--- src/rtl/alu_pkg.sv ---
// Shared definitions for the ALU datapath and its request arbiter:
// ALU control codes and the sequencer state encoding.
package alu_pkg;

  localparam logic [3:0] ALU_AND = 4'd1;
  localparam logic [3:0] ALU_OR  = 4'd2;
  localparam logic [3:0] ALU_ADD = 4'd3;
  localparam logic [3:0] ALU_SUB = 4'd4;
  localparam logic [3:0] ALU_SLT = 4'd5;
  localparam logic [3:0] ALU_NOR = 4'd6;
  localparam logic [3:0] ALU_XOR = 4'd7;

  typedef enum logic [1:0] {
    ST_IDLE = 2'd0,
    ST_EXEC = 2'd1,
    ST_RESP = 2'd2
  } state_e;

endpackage

--- src/rtl/alu.sv ---
// Combinational 32-bit ALU. Unknown control codes yield zero, which is a
// normal result rather than an error.
module alu
  import alu_pkg::*;
(
  input  logic [31:0] in1_i,
  input  logic [31:0] in2_i,
  input  logic [3:0]  ctrl_i,
  output logic [31:0] out_o,
  output logic        zero_o
);

  always_comb begin
    out_o = 32'd0;
    case (ctrl_i)
      ALU_AND: out_o = in1_i & in2_i;
      ALU_OR:  out_o = in1_i | in2_i;
      ALU_ADD: out_o = in1_i + in2_i;
      ALU_SUB: out_o = in1_i - in2_i;
      ALU_SLT: out_o = ($signed(in1_i) < $signed(in2_i)) ? 32'd1 : 32'd0;
      ALU_NOR: out_o = ~(in1_i | in2_i);
      ALU_XOR: out_o = in1_i ^ in2_i;
      default: out_o = 32'd0;
    endcase
  end

  assign zero_o = (out_o == 32'd0);

endmodule

--- src/rtl/alu_arbiter_rr_picker.sv ---
// Round-robin picker: scans from ptr_i upward (mod NREQ) and returns the first
// valid requester as a one-hot grant plus its encoded index.
module rr_picker #(
  parameter int NREQ = 2,
  parameter int IDW  = 1
) (
  input  logic [NREQ-1:0] valid_i,
  input  logic [IDW-1:0]  ptr_i,
  output logic [NREQ-1:0] grant_o,
  output logic [IDW-1:0]  idx_o,
  output logic            any_o
);

  always_comb begin
    int j;
    j       = 0;
    grant_o = '0;
    idx_o   = '0;
    any_o   = 1'b0;
    for (int k = 0; k < NREQ; k++) begin
      j = int'(ptr_i) + k;
      if (j >= NREQ) j = j - NREQ;
      if (!any_o && valid_i[j]) begin
        any_o      = 1'b1;
        grant_o[j] = 1'b1;
        idx_o      = IDW'(j);
      end
    end
  end

endmodule

--- src/rtl/alu_arbiter.sv ---
// Shares one ALU among NREQ requesters: round-robin grant in IDLE, one
// registered execute cycle, then a tagged response held until accepted.
module alu_arbiter
  import alu_pkg::*;
#(
  parameter int NREQ = 2,
  parameter int IDW  = (NREQ > 1) ? $clog2(NREQ) : 1,
  parameter int CNTW = 16
) (
  input  logic               clk,
  input  logic               rst,
  input  logic [NREQ-1:0]    req_valid,
  output logic [NREQ-1:0]    req_ready,
  input  logic [NREQ*32-1:0] req_in1,
  input  logic [NREQ*32-1:0] req_in2,
  input  logic [NREQ*4-1:0]  req_ctrl,
  output logic               rsp_valid,
  input  logic               rsp_ready,
  output logic [31:0]        rsp_out,
  output logic               rsp_zero,
  output logic [IDW-1:0]     rsp_id,
  output logic               busy,
  output logic [CNTW-1:0]    ops_done
);

  state_e          state_q, state_d;
  logic [IDW-1:0]  rr_ptr_q, rr_ptr_d;
  logic [31:0]     in1_q, in2_q;
  logic [3:0]      ctrl_q;
  logic [IDW-1:0]  id_q;
  logic [31:0]     rsp_out_q;
  logic            rsp_zero_q;
  logic [IDW-1:0]  rsp_id_q;
  logic            rsp_valid_q;
  logic [CNTW-1:0] ops_q;

  logic [NREQ-1:0] grant;
  logic [IDW-1:0]  win_idx;
  logic            any_valid;
  logic [31:0]     alu_out;
  logic            alu_zero;
  logic            accept;

  logic [31:0] in1_arr  [NREQ];
  logic [31:0] in2_arr  [NREQ];
  logic [3:0]  ctrl_arr [NREQ];

  genvar gi;
  generate
    for (gi = 0; gi < NREQ; gi++) begin : g_unpack
      assign in1_arr[gi]  = req_in1[gi*32 +: 32];
      assign in2_arr[gi]  = req_in2[gi*32 +: 32];
      assign ctrl_arr[gi] = req_ctrl[gi*4 +: 4];
    end
  endgenerate

  rr_picker #(
    .NREQ (NREQ),
    .IDW  (IDW)
  ) u_pick (
    .valid_i (req_valid),
    .ptr_i   (rr_ptr_q),
    .grant_o (grant),
    .idx_o   (win_idx),
    .any_o   (any_valid)
  );

  // The ALU only ever sees the captured operands, never the live request bus.
  alu u_alu (
    .in1_i  (in1_q),
    .in2_i  (in2_q),
    .ctrl_i (ctrl_q),
    .out_o  (alu_out),
    .zero_o (alu_zero)
  );

  assign accept   = (state_q == ST_RESP) && rsp_valid_q && rsp_ready;
  assign rr_ptr_d = (rsp_id_q == IDW'(NREQ - 1)) ? '0 : rsp_id_q + IDW'(1);

  always_ff @(posedge clk) begin
    if (rst) state_q <= ST_IDLE;
    else     state_q <= state_d;
  end

  always_comb begin
    state_d = state_q;
    case (state_q)
      ST_IDLE: if (any_valid) state_d = ST_EXEC;
      ST_EXEC: state_d = ST_RESP;
      ST_RESP: if (accept) state_d = ST_IDLE;
      default: state_d = ST_IDLE;
    endcase
  end

  always_comb begin
    req_ready = (state_q == ST_IDLE) ? grant : '0;
    busy      = (state_q != ST_IDLE);
  end

  always_ff @(posedge clk) begin
    if (rst) begin
      rr_ptr_q    <= '0;
      in1_q       <= '0;
      in2_q       <= '0;
      ctrl_q      <= '0;
      id_q        <= '0;
      rsp_out_q   <= '0;
      rsp_zero_q  <= 1'b0;
      rsp_id_q    <= '0;
      rsp_valid_q <= 1'b0;
      ops_q       <= '0;
    end else begin
      case (state_q)
        ST_IDLE: begin
          if (any_valid) begin
            in1_q  <= in1_arr[win_idx];
            in2_q  <= in2_arr[win_idx];
            ctrl_q <= ctrl_arr[win_idx];
            id_q   <= win_idx;
          end
        end
        ST_EXEC: begin
          rsp_out_q   <= alu_out;
          rsp_zero_q  <= alu_zero;
          rsp_id_q    <= id_q;
          rsp_valid_q <= 1'b1;
        end
        ST_RESP: begin
          if (accept) begin
            rsp_valid_q <= 1'b0;
            rr_ptr_q    <= rr_ptr_d;
            ops_q       <= ops_q + CNTW'(1);
          end
        end
        default: ;
      endcase
    end
  end

  assign rsp_valid = rsp_valid_q;
  assign rsp_out   = rsp_out_q;
  assign rsp_zero  = rsp_zero_q;
  assign rsp_id    = rsp_id_q;
  assign ops_done  = ops_q;

endmodule

--- config.mk ---
export PLATFORM = sky130hd
export DESIGN_NAME = alu_arbiter
export DESIGN_NICKNAME = d
export VERILOG_FILES = /design/src/rtl/alu_pkg.sv /design/src/rtl/alu.sv /design/src/rtl/alu_arbiter_rr_picker.sv /design/src/rtl/alu_arbiter.sv
export SDC_FILE = /design/constraint.sdc
export NUM_CORES = 1
export LEC_CHECK = 0
export ABC_AREA = 1
export CAP_MARGIN = 20
export CORE_UTILIZATION = 50
export CTS_BUF_LIST = sky130_fd_sc_hd__clkbuf_16
export CTS_CLUSTER_DIAMETER = 120
export CTS_CLUSTER_SIZE = 16
export DETAILED_ROUTE_END_ITERATION = 12
export PLACE_DENSITY = 0.78
export SLEW_MARGIN = 10
export SYNTH_ARGS = -nofsm -noshare
export SYNTH_HDL_FRONTEND = slang
export SYNTH_SLANG_ARGS = --single-unit
--- constraint.sdc ---
create_clock -name clk -period 2.4 [get_ports clk]
set_input_delay 0.36 -clock clk [delete_from_list [all_inputs] [get_ports clk]]
set_output_delay 0.36 -clock clk [all_outputs]
set_load 0.01 [all_outputs]
==> impl_results.md, run 1 <==
- Result of the run: complete, but fails checks
- Failing checks: setup timing
- Combined flip-flop and latch cell area: 0.002494 mm²
- F_max: 382.7 MHz
- TritonCTS buffer count: 17
- Crit-path max cell delay: 0.75 ns
- Max clock buf depth: 2
- Post-synthesis instance total: 2139
- Required time reported for the critical path endpoint: 2.71 ns
- FF+latch count, synth: between 100 and 150
- I/O pin count: 195
- Cells traversed along the worst timing path: nand2_1 > nor2_1 > buf_4 > nand2_1 > nand2_1 > nor2_1 > nand3_1 > nor2_2 > nand3_2 > nor2_2 > nand2_1 > nor2_2 > nand3_1 > nor2_1 > nand3_1 > a21oi_1
- Final net count: 2878
- Relative contribution of combinational cells to total power: 59.3%
- Crit path time final: 2.613 ns
- Syn. warnings: 0
- Per-instance average area after synthesis: 5.708 µm²
- Routed length per instance: 17.97 µm
- Fraction of final layout cells with drive strength greater than 1: 27.08%
- Largest fanout on the critical path: 7
- Level count of the clock H-tree: 4
- Final Total Pwr: 12660 µW
- Clock share of power: 21.6%
- Die width: 158.3 µm
- Total routed wirelength: 53.31 mm
- Kind of end point of the critical path: register
- Overall die height: 158.3 µm
- Total setup violations reported at the end of the flow: 7
- Routability Congestion: 1.057
- Port Buf Inserts: about 190
- Vias after detailed routing: around 16000
- Netlist cell types: 41
- Initial antenna violation count: 1
- Number of cell rows: 56
- Fraction of registers with async set or reset after synthesis: 0%
- Overflow left after global routing: 0
- P_int: around 7000 µW
- All-Layer GR Usage: 41.76%
- Avg Vias per Cell: 5.505
- Num Clock Sinks: roughly 120
- Max-cap viol count: 0
- Maximum vdd ir drop: 0.0004187 V
- Filler cell count in the final layout: roughly 1700
- Clock tree from TritonCTS: built
- Area of the placeable core: 0.02368 mm²
- Clock transition at the registers of the reported paths: 0.07 ns
- Setup slack of the critical path after layout: -0.2131 ns
- Worst rel slew slack: 35.98%
- CP arrival: between 2 and 3 ns
- Crit path max-delay family: simple AND/OR/NAND/NOR gates
- Final number of max-transition violations: 0
- Mapped Nets: 2382
- Transition time of the tightest slew-check pin: 0.9568 ns
- Number of global-route vias before repair: roughly 16000
- Minimum hold slack: 0.4813 ns
- Worst setup path class: register to register
- Post-synthesis cell type with the largest combined area: sky130_fd_sc_hd__dfxtp_1
- HP Class: register to register
- Multi-input combinational cell area: 0.008985 mm²
- Clock Skews: 0.01834 ns
- Switching Fraction: 44.77%
- DRC errors left: 0
- Total buffers and inverters traversed by the critical path: 1
- Detailed Route Iter0 Violations: about 1800
- Slowest CP cell: sky130_fd_sc_hd__nor2_1
- Startpoint class of the critical path: register
- First drt pass iteration count: 8
- Fin crit share: 108.9%
- Sequential power share: roughly a fifth
- Sequential-to-total area share from yosys stat: 20.17%
- Area growth from synthesis to final layout: 55.02%
- Final total negative setup slack: -0.7669 ns
- Insertion delay to the later sink of the worst-skew pair: 0.44 ns
- Leakage: 0.009763 µW
- DIE AREA: 0.02505 mm²
- Top cell type's share of synthesized area: 20.17%
- First-pass GRT wire length: 79.80 mm
- Sw power: between 5000 and 6000 µW
- Detailed placement HPWL: roughly 40 mm
- Main area contributors after synthesis: sky130_fd_sc_hd__dfxtp_1, sky130_fd_sc_hd__nand2_1, sky130_fd_sc_hd__inv_1
- Cell at the root of the clock tree: sky130_fd_sc_hd__clkbuf_16
- Initial Util: 51.56%
- Number of synthesized flops with an enable pin: 0
- RSZ-0062 raised after global routing: yes
- Cell area after synthesis: 0.01221 mm²
- Power per unit of standard cell area: 669.0 mW/mm²
- Number of routed nets with antenna violations: 0
- Leading register cell type out of synthesis: sky130_fd_sc_hd__dfxtp_1
- N_diodes: 0
- Maximum number of pins on one net before global-route repair: 98
- Number of hold violations in the final report: 0
- CP dominant cell by count: sky130_fd_sc_hd__nand2_1
-- layout make-up --
type / instances / area share, %
clock buffer: 17 / 2.247
sequential: 123 / 13.17
timing repair buffer: 565 / 25.83
multi-input combinational: 1509 / 47.47
inverter: 419 / 8.335
clock inverter: 15 / 0.8329
tap: 319 / 2.109
-- layout by cell type, fill, tap and decap left out, types with 12 or more instances in the layout --
cell type / n
sky130_fd_sc_hd__dfxtp_1: 102
sky130_fd_sc_hd__nand3_2: 28
sky130_fd_sc_hd__buf_4: 351
sky130_fd_sc_hd__nand2_1: 574
sky130_fd_sc_hd__inv_2: 26
sky130_fd_sc_hd__a221oi_1: 12
sky130_fd_sc_hd__nand4_1: 21
sky130_fd_sc_hd__o211ai_1: 79
sky130_fd_sc_hd__clkbuf_16: 17
sky130_fd_sc_hd__nor2_1: 138
sky130_fd_sc_hd__o21ai_1: 19
sky130_fd_sc_hd__ha_4: 29
sky130_fd_sc_hd__a21oi_1: 45
sky130_fd_sc_hd__inv_1: 391
sky130_fd_sc_hd__a21oi_2: 20
sky130_fd_sc_hd__ha_1: 70
sky130_fd_sc_hd__nor2_4: 20
sky130_fd_sc_hd__nand2_2: 66
sky130_fd_sc_hd__nand3_1: 176
sky130_fd_sc_hd__clkdlybuf4s50_1: 194
sky130_fd_sc_hd__dfxtp_2: 19
sky130_fd_sc_hd__o21ai_0: 53
sky130_fd_sc_hd__nor2_2: 62
-- cells by family after synthesis --
| kind of cell | count (synthesis) | share of synthesized area [%] |
|---|---|---|
| buffers and inverters | 507 | 16.51 |
| adder cells (fa/ha/maj) | 102 | 10.57 |
| AO/OA/AOI/OAI | 274 | 13.92 |
| XOR/XNOR | 3 | 0.2152 |
| AND/OR/NAND/NOR | 1130 | 38.62 |
| flip-flops | 123 | 20.17 |
-- path summary, 6_finish.rpt --
path / start / to / slack, ns / cells past startpoint
worst min-delay path: rsp_id / rr_ptr_q / 0.48 / 1
worst max register to register: ctrl_q[1] / rsp_zero / -0.21 / 16
worst max-delay path: ctrl_q[1] / rsp_zero / -0.21 / 16
worst min register to register: rsp_id / rr_ptr_q / 0.48 / 1
-- layer usage --
| layer | up-vias | part of all wire, % | track usage [%] |
|---|---|---|---|
| li1 | 7696 | - | - |
| met5 | - | 0.024 | 0 |
| met2 | 971 | 45 | 66.69 |
| met1 | 7458 | 39 | 52.76 |
| met3 | 205 | 11 | 9.145 |
| met4 | 2 | 4.8 | 21.15 |
-- power by group through the flow --
stage	sequential (µW)	clock (µW)	combinational (µW)
global route	2440	2800	7980
CTS	2400	2720	6700
global placement	2430	0	6030
finish	2420	2740	7500
floorplan	2490	0	3060
detailed placement	2440	0	6150
-- state kept, by name (all words and copies together), names as in the netlist --
signal     cells
in1_q         32
in2_q         32
rsp_out       32
ops_done      16
ctrl_q         4
state_q        2
id_q           1
rr_ptr_q       1
rsp_id         1
rsp_valid      1
rsp_zero       1
-- stage by stage --
step	std cells	area, µm²	worst slack [ns]	utilization (%)
CTS	2955	18210	-0.1167	76.88
floorplan	2139	12210	0.1174	-
finish	2967	18930	-0.2131	79.92
detailed placement	2912	16860	-0.5060	71.19
global placement	2912	16860	-0.4770	71.19
global route	2967	18930	-0.3335	79.92
-- what timing repair did --
action                                  4_1_cts  5_1_grt
pin swaps                                    27       52
resized for setup                           176      192
hold buffers                                  0        0
endpoints found under the setup margin       22       22
buffers inserted                             11       12
-- cells in the mapped netlist, types with 2 or more instances --
cell type	count
sky130_fd_sc_hd__nand3b_1	6
sky130_fd_sc_hd__and2_1	2
sky130_fd_sc_hd__nand2_2	9
sky130_fd_sc_hd__nor2_1	208
sky130_fd_sc_hd__ha_1	100
sky130_fd_sc_hd__inv_1	414
sky130_fd_sc_hd__nand3_2	3
sky130_fd_sc_hd__nand4_1	21
sky130_fd_sc_hd__a221oi_1	12
sky130_fd_sc_hd__and3_1	2
sky130_fd_sc_hd__o221ai_1	4
sky130_fd_sc_hd__buf_4	8
sky130_fd_sc_hd__xnor2_1	2
sky130_fd_sc_hd__buf_2	22
sky130_fd_sc_hd__a211oi_1	10
sky130_fd_sc_hd__o21a_1	2
sky130_fd_sc_hd__o211ai_1	79
sky130_fd_sc_hd__o21bai_1	6
sky130_fd_sc_hd__a21oi_2	2
sky130_fd_sc_hd__a31oi_1	4
sky130_fd_sc_hd__nor2_2	11
sky130_fd_sc_hd__a21oi_1	69
sky130_fd_sc_hd__nand2_1	640
sky130_fd_sc_hd__fa_1	2
sky130_fd_sc_hd__nor4_1	2
sky130_fd_sc_hd__dfxtp_1	123
sky130_fd_sc_hd__clkbuf_1	43
sky130_fd_sc_hd__clkbuf_2	2
sky130_fd_sc_hd__o21ai_0	73
sky130_fd_sc_hd__buf_6	7
sky130_fd_sc_hd__nor3_1	15
sky130_fd_sc_hd__o21ai_1	3
sky130_fd_sc_hd__o22ai_1	10
sky130_fd_sc_hd__buf_1	6
sky130_fd_sc_hd__nor3_2	4
sky130_fd_sc_hd__inv_2	4
sky130_fd_sc_hd__nand3_1	205
-- worst register-to-register path, cell delays in order, from the launching register on --
cell and delay (ns):
sky130_fd_sc_hd__dfxtp_1 0.44, sky130_fd_sc_hd__nand2_1 0.13, sky130_fd_sc_hd__nor2_1 0.75, sky130_fd_sc_hd__buf_4 0.29
sky130_fd_sc_hd__nand2_1 0.07, sky130_fd_sc_hd__nand2_1 0.06, sky130_fd_sc_hd__nor2_1 0.04, sky130_fd_sc_hd__nand3_1 0.12
sky130_fd_sc_hd__nor2_2 0.06, sky130_fd_sc_hd__nand3_2 0.08, sky130_fd_sc_hd__nor2_2 0.05, sky130_fd_sc_hd__nand2_1 0.07
sky130_fd_sc_hd__nor2_2 0.06, sky130_fd_sc_hd__nand3_1 0.09, sky130_fd_sc_hd__nor2_1 0.05, sky130_fd_sc_hd__nand3_1 0.06
sky130_fd_sc_hd__a21oi_1 0.05
No activity file was read; power rests on OpenSTA's default activity.
==> run 2, diff against run 1 <==
CAP_MARGIN = 5   (was 20)
==> results of run 2 <==
No change in the layout: final DEF, timing and power equal those of run 1.
